$ cat src/rtl/pol_ofm_rsp.sv
// Pooling responder: accepts index requests, issues fixed-latency OFM SRAM reads and
// returns the read vectors in order on a credit-protected valid/ready stream.

module pol_ofm_rsp_chk (
  input logic clk,
  input logic rst_n,
  input logic push,
  input logic pop,
  input logic full
);
  // A push onto a full buffer without a same-cycle pop would lose a vector.
  a_no_overflow: assert property (@(posedge clk) disable iff (!rst_n) !(push && full && !pop))
    else $error("pol_ofm_rsp return buffer overflow");
endmodule

module pol_ofm_rsp #(
  parameter int IDX_WIDTH            = 10,
  parameter int SRAM_ADDR_WIDTH      = 12,
  parameter int ACT_WIDTH            = 8,
  parameter int POOL_COMP_CORE       = 64,
  parameter int POOL_MAP_DEPTH_WIDTH = 5,
  parameter int RD_LATENCY           = 2,
  parameter int RSP_DEPTH            = RD_LATENCY + 2
) (
  input  logic                                clk,
  input  logic                                rst_n,
  input  logic                                Rst,
  input  logic [SRAM_ADDR_WIDTH-1:0]          CfgBaseAddr,
  input  logic [POOL_MAP_DEPTH_WIDTH-1:0]     CfgK,
  input  logic                                AddrVld,
  input  logic [IDX_WIDTH-1:0]                Addr,
  output logic                                AddrRdy,
  output logic                                RdEn,
  output logic [SRAM_ADDR_WIDTH-1:0]          RdAddr,
  input  logic [ACT_WIDTH*POOL_COMP_CORE-1:0] RdDat,
  output logic                                OfmVld,
  output logic [ACT_WIDTH*POOL_COMP_CORE-1:0] Ofm,
  output logic                                OfmLast,
  input  logic                                OfmRdy
);
  localparam int DW = ACT_WIDTH * POOL_COMP_CORE;
  localparam int CW = $clog2(RSP_DEPTH + 1);
  localparam int PW = $clog2(RSP_DEPTH);
  localparam int KW = POOL_MAP_DEPTH_WIDTH;
  localparam logic [CW-1:0] DEPTH_C    = CW'(RSP_DEPTH);
  localparam logic [PW-1:0] LAST_PTR_C = PW'(RSP_DEPTH - 1);

  logic [CW-1:0]         credit_r;
  logic [CW-1:0]         count_r;
  logic [RD_LATENCY-1:0] vpipe_r;
  logic [PW-1:0]         wr_ptr_r;
  logic [PW-1:0]         rd_ptr_r;
  logic [KW-1:0]         grp_r;
  logic [DW-1:0]         mem_r [RSP_DEPTH];

  logic addr_rdy_s;
  logic issue_s;
  logic ofm_vld_s;
  logic pop_s;
  logic push_s;
  logic last_hit_s;

  function automatic logic [PW-1:0] ptr_inc(input logic [PW-1:0] p);
    ptr_inc = (p == LAST_PTR_C) ? '0 : p + PW'(1);
  endfunction

  // Handshake qualifiers; both resets force every valid/ready low immediately.
  always_comb begin
    addr_rdy_s = rst_n && !Rst && (credit_r != '0);
    issue_s    = AddrVld && addr_rdy_s;
    ofm_vld_s  = rst_n && !Rst && (count_r != '0);
    pop_s      = ofm_vld_s && OfmRdy;
    push_s     = vpipe_r[RD_LATENCY-1] && !Rst;
    if (CfgK <= KW'(1)) begin
      last_hit_s = 1'b1;
    end else begin
      last_hit_s = (grp_r == CfgK - KW'(1));
    end
  end

  // Credits, read-valid pipe, buffer pointers and group counter.
  always_ff @(posedge clk or negedge rst_n) begin
    if (!rst_n) begin
      credit_r <= DEPTH_C;
      count_r  <= '0;
      vpipe_r  <= '0;
      wr_ptr_r <= '0;
      rd_ptr_r <= '0;
      grp_r    <= '0;
    end else if (Rst) begin
      credit_r <= DEPTH_C;
      count_r  <= '0;
      vpipe_r  <= '0;
      wr_ptr_r <= '0;
      rd_ptr_r <= '0;
      grp_r    <= '0;
    end else begin
      vpipe_r[0] <= issue_s;
      for (int i = 1; i < RD_LATENCY; i++) begin
        vpipe_r[i] <= vpipe_r[i-1];
      end
      case ({issue_s, pop_s})
        2'b10:   credit_r <= credit_r - CW'(1);
        2'b01:   credit_r <= credit_r + CW'(1);
        default: credit_r <= credit_r;
      endcase
      case ({push_s, pop_s})
        2'b10:   count_r <= count_r + CW'(1);
        2'b01:   count_r <= count_r - CW'(1);
        default: count_r <= count_r;
      endcase
      if (push_s) begin
        wr_ptr_r <= ptr_inc(wr_ptr_r);
      end
      if (pop_s) begin
        rd_ptr_r <= ptr_inc(rd_ptr_r);
        grp_r    <= last_hit_s ? '0 : grp_r + KW'(1);
      end
    end
  end

  // Return-buffer storage; contents are only meaningful between the pointers.
  always_ff @(posedge clk) begin
    if (push_s) begin
      mem_r[wr_ptr_r] <= RdDat;
    end
  end

  assign AddrRdy = addr_rdy_s;
  assign RdEn    = issue_s;
  assign RdAddr  = CfgBaseAddr + SRAM_ADDR_WIDTH'(Addr);
  assign OfmVld  = ofm_vld_s;
  assign Ofm     = mem_r[rd_ptr_r];
  assign OfmLast = ofm_vld_s && last_hit_s;

  pol_ofm_rsp_chk u_chk (
    .clk   (clk),
    .rst_n (rst_n),
    .push  (push_s),
    .pop   (pop_s),
    .full  (count_r == DEPTH_C)
  );
endmodule

$ cat config.mk
export PLATFORM = sky130hd
export DESIGN_NAME = pol_ofm_rsp
export DESIGN_NICKNAME = d
export VERILOG_FILES = /design/src/rtl/pol_ofm_rsp.sv
export SDC_FILE = /design/constraint.sdc
export NUM_CORES = 1
export LEC_CHECK = 0
export ABC_AREA = 1
export CAP_MARGIN = 20
export CORE_AREA = 2 2 420 422
export DETAILED_ROUTE_END_ITERATION = 10
export DIE_AREA = 0 0 422 424
export DONT_BUFFER_PORTS = 1
export HOLD_SLACK_MARGIN = 0.15
export MAX_ROUTING_LAYER = met4
export PLACE_DENSITY = 0.6
export SETUP_SLACK_MARGIN = 0.2
export SKIP_CTS_REPAIR_TIMING = 1
export SLEW_MARGIN = 20
export SYNTH_ARGS = -nofsm -noshare
export SYNTH_HDL_FRONTEND = slang
export SYNTH_SLANG_ARGS = --single-unit
$ cat constraint.sdc
create_clock -name clk -period 24.5 [get_ports clk]
set_input_delay 4.9 -clock clk [delete_from_list [all_inputs] [get_ports clk]]
set_output_delay 4.9 -clock clk [all_outputs]
set_load 0.05 [all_outputs]
==> qor.csv <==
metric;value;unit
io-pin-count;1072;
cts_tree;built;
yosysWarnings;0;
worst_slack;12850;ps
syn_nets;5778;
final.period_utilization;47.5;%
fin_area;87500;um^2
root_buffer;clkbuf_16;
route.detailed.drc;0;
seq_area_frac_synth;80.4;%
r2r_cells;7;
gp_congestion;0.938;
clockBufferDepth;3;
final_util;50.0;%
drv_cap;0;
synth_edf_count;2048;
avgSynthCellArea;14.8;um^2
synth_area_leaders;edfxtp_1, o21ai_0, nor2_1, o22ai_1, clkbuf_1;
die_h;424;um
pre_cts_ws;12890;ps
critPathKind;input pin to output pin;
cp-end-kind;output pin;
hold_violations;0;
pwr_density_cell;93.8;nW/um^2
slew-limit-headroom;19.1;%
finClkSkew;44.0;ps
cp.arrival;6750;ps
grt_setup_unrepaired;false;
htree_num_levels;4;
ir_drop;0.0774;mV
std_cell_rows;154;
cts.sinks;2065;
synth_mux_area_share;0;%
ys.flop_type;edfxtp_1;
ys_seq_elements;2065;
ant_nets;0;
avgViaCountPerCell;5.57;
yosys.area_share.simple;5.72;%
holdPathEnd;vpipe_r[1];
dpl.hpwl;118;mm
startpoint_type;input pin;
status;complete, no violations;
synthAdderAreaFrac;0.370;%
nets;5947;
drive_above_1_share;11.3;%
grt_usage;21.7;%
worstSkewPairLatency;870;ps
hold_path_class;flop to flop;
syn_area;77100;um^2
die_area;179000;um^2
antenna_found_initial;3;
grt-ovfl-total;0;
hp-start;vpipe_r[0];
p_leak;28.4;nW
grt_first_pass_wirelength;282;mm
setup_viol;0;
routedWlPerCell;24.8;um
io_buffers;0;
r2r_slack;19990;ps
place_area;81100;um^2
synth_top_family_by_area;compound AO/OA/AOI/OAI gates;
path_clk_slew;60;ps
route.vias.total;43893;
r2r-end;mem_r[2][40];
cts_made_buffers;203;
die_width;422;um
whs_path_depth;2;
r2r_start;vpipe_r[1];
async_flop_share;0.823;%
core-area;175000;um^2
start_util;44.0;%
syn_inst;5213;
slew_viol_final;0;
startpoint;CfgBaseAddr[0];
drt-initial-drc-count;3872;
fin_crit;11650;ps
synthXorXnorAreaFrac;0.148;%
required;19600;ps
grt_start_max_net_pins;207;
area_growth;13.5;%
fmax;0.0858;GHz
synth_top_area_share;79.8;%
synth_compound_gate_area_share;11.0;%
synth_top_area_cell;edfxtp_1;
grt_pass1_vias;41918;
worstPathMaxFanout;3;
synth.distinct_cells;34;
dr.pass1.iters;8;
tightestPinTransition;1230;ps
wirelength;195;mm
layout by cell type, fill, tap and decap left out, drive strengths merged:
master,count
a21oi,6
a22oi,1
a31oi,2
buf,304
bufinv,9
clkbuf,263
clkinv,86
clkinvlp,4
dfrtp,16
dfstp,1
diode,1
edfxtp,2048
fa,3
ha,18
inv,59
nand2,78
nand3,24
nand4,6
nor2,1051
nor3,1
o211ai,1
o21ai,1036
o21bai,2
o22ai,512
o31ai,1
xnor2,2
xor2,11
flip-flops by register name, summed over array words and instances, names as in the netlist:
register  flops
wr_ptr_r      2
count_r       3
mem_r      2048
grp_r         5
vpipe_r       2
rd_ptr_r      2
credit_r      3
final cells by class:
type / count / area (um^2)
sequential: 2065 / 61900
antenna: 1 / 2.50
clock inverter: 105 / 932
fill: 14662 / 87500
multi-input combinational: 2755 / 13600
timing repair buffer: 304 / 2480
tap: 2340 / 2930
inverter: 53 / 223
clock buffer: 263 / 5360
worst max-delay path by stage:
stage / end / slack, ps
after floorplan: mem_r[0][0] / -3280
after global routing: RdAddr[8] / 12770
final: RdAddr[8] / 12850
after global placement: RdAddr[8] / 12920
after CTS: RdAddr[8] / 12890
after detailed placement: RdAddr[8] / 12890
Yosys cell counts, types with 11 or more instances:
master / n
o22ai_1: 512
clkbuf_1: 226
o21ai_0: 1034
buf_4: 34
buf_6: 19
inv_1: 50
dfrtp_1: 16
nand3_1: 23
xor2_1: 11
nand2_1: 78
edfxtp_1: 2048
buf_2: 58
ha_1: 18
nor2_1: 1050
logic make-up (layout without fill, tap and decap cells):
| logic type | Yosys count | after routing |
|---|---|---|
| buffers and inverters | 393 | 725 |
| adders and majority gates | 21 | 21 |
| AOI/OAI and AO/OA | 1561 | 1561 |
| xor gates and xnor gates | 13 | 13 |
| other | 0 | 1 |
| DFF | 2065 | 2065 |
| and+or+nand+nor | 1160 | 1160 |
per-stage QoR:
step	cells	total power, W	TNS [ps]	hold WS, ps
after CTS	7885	0.00825	0	482
after detailed placement	7517	0.00534	0	467
after global routing	7886	0.00846	0	512
final	7886	0.00821	0	482
after global placement	7505	0.00532	0	465
after floorplan	5213	0.00501	-6712840	434
critical path, stage by stage:
cell and delay (ps):
ha_1 200, fa_1 430, nand3_1 90, nand3_1 150, nand3_1 110, nand2_1 80, xor2_1 780
metal layers:
metal  track usage (%)  vias up  wire length [um]
met5                 -        -                 0
li1                  -    20028                 -
met3              6.76      430             15600
met4              11.5        0             11100
met2              34.9     1500             96500
met1              24.3    21935             72100
report_power, final:
part	leakage (nW)	total (W)	internal (W)	switching, W
clock network	3.05	0.00295	0.00164	0.00130
logic	6.69	0.00135	0.000248	0.00110
registers	18.6	0.00392	0.00390	0.0000134
total	28.4	0.00821	0.00579	0.00242
Note: power is estimated with default switching activity, not from simulation.
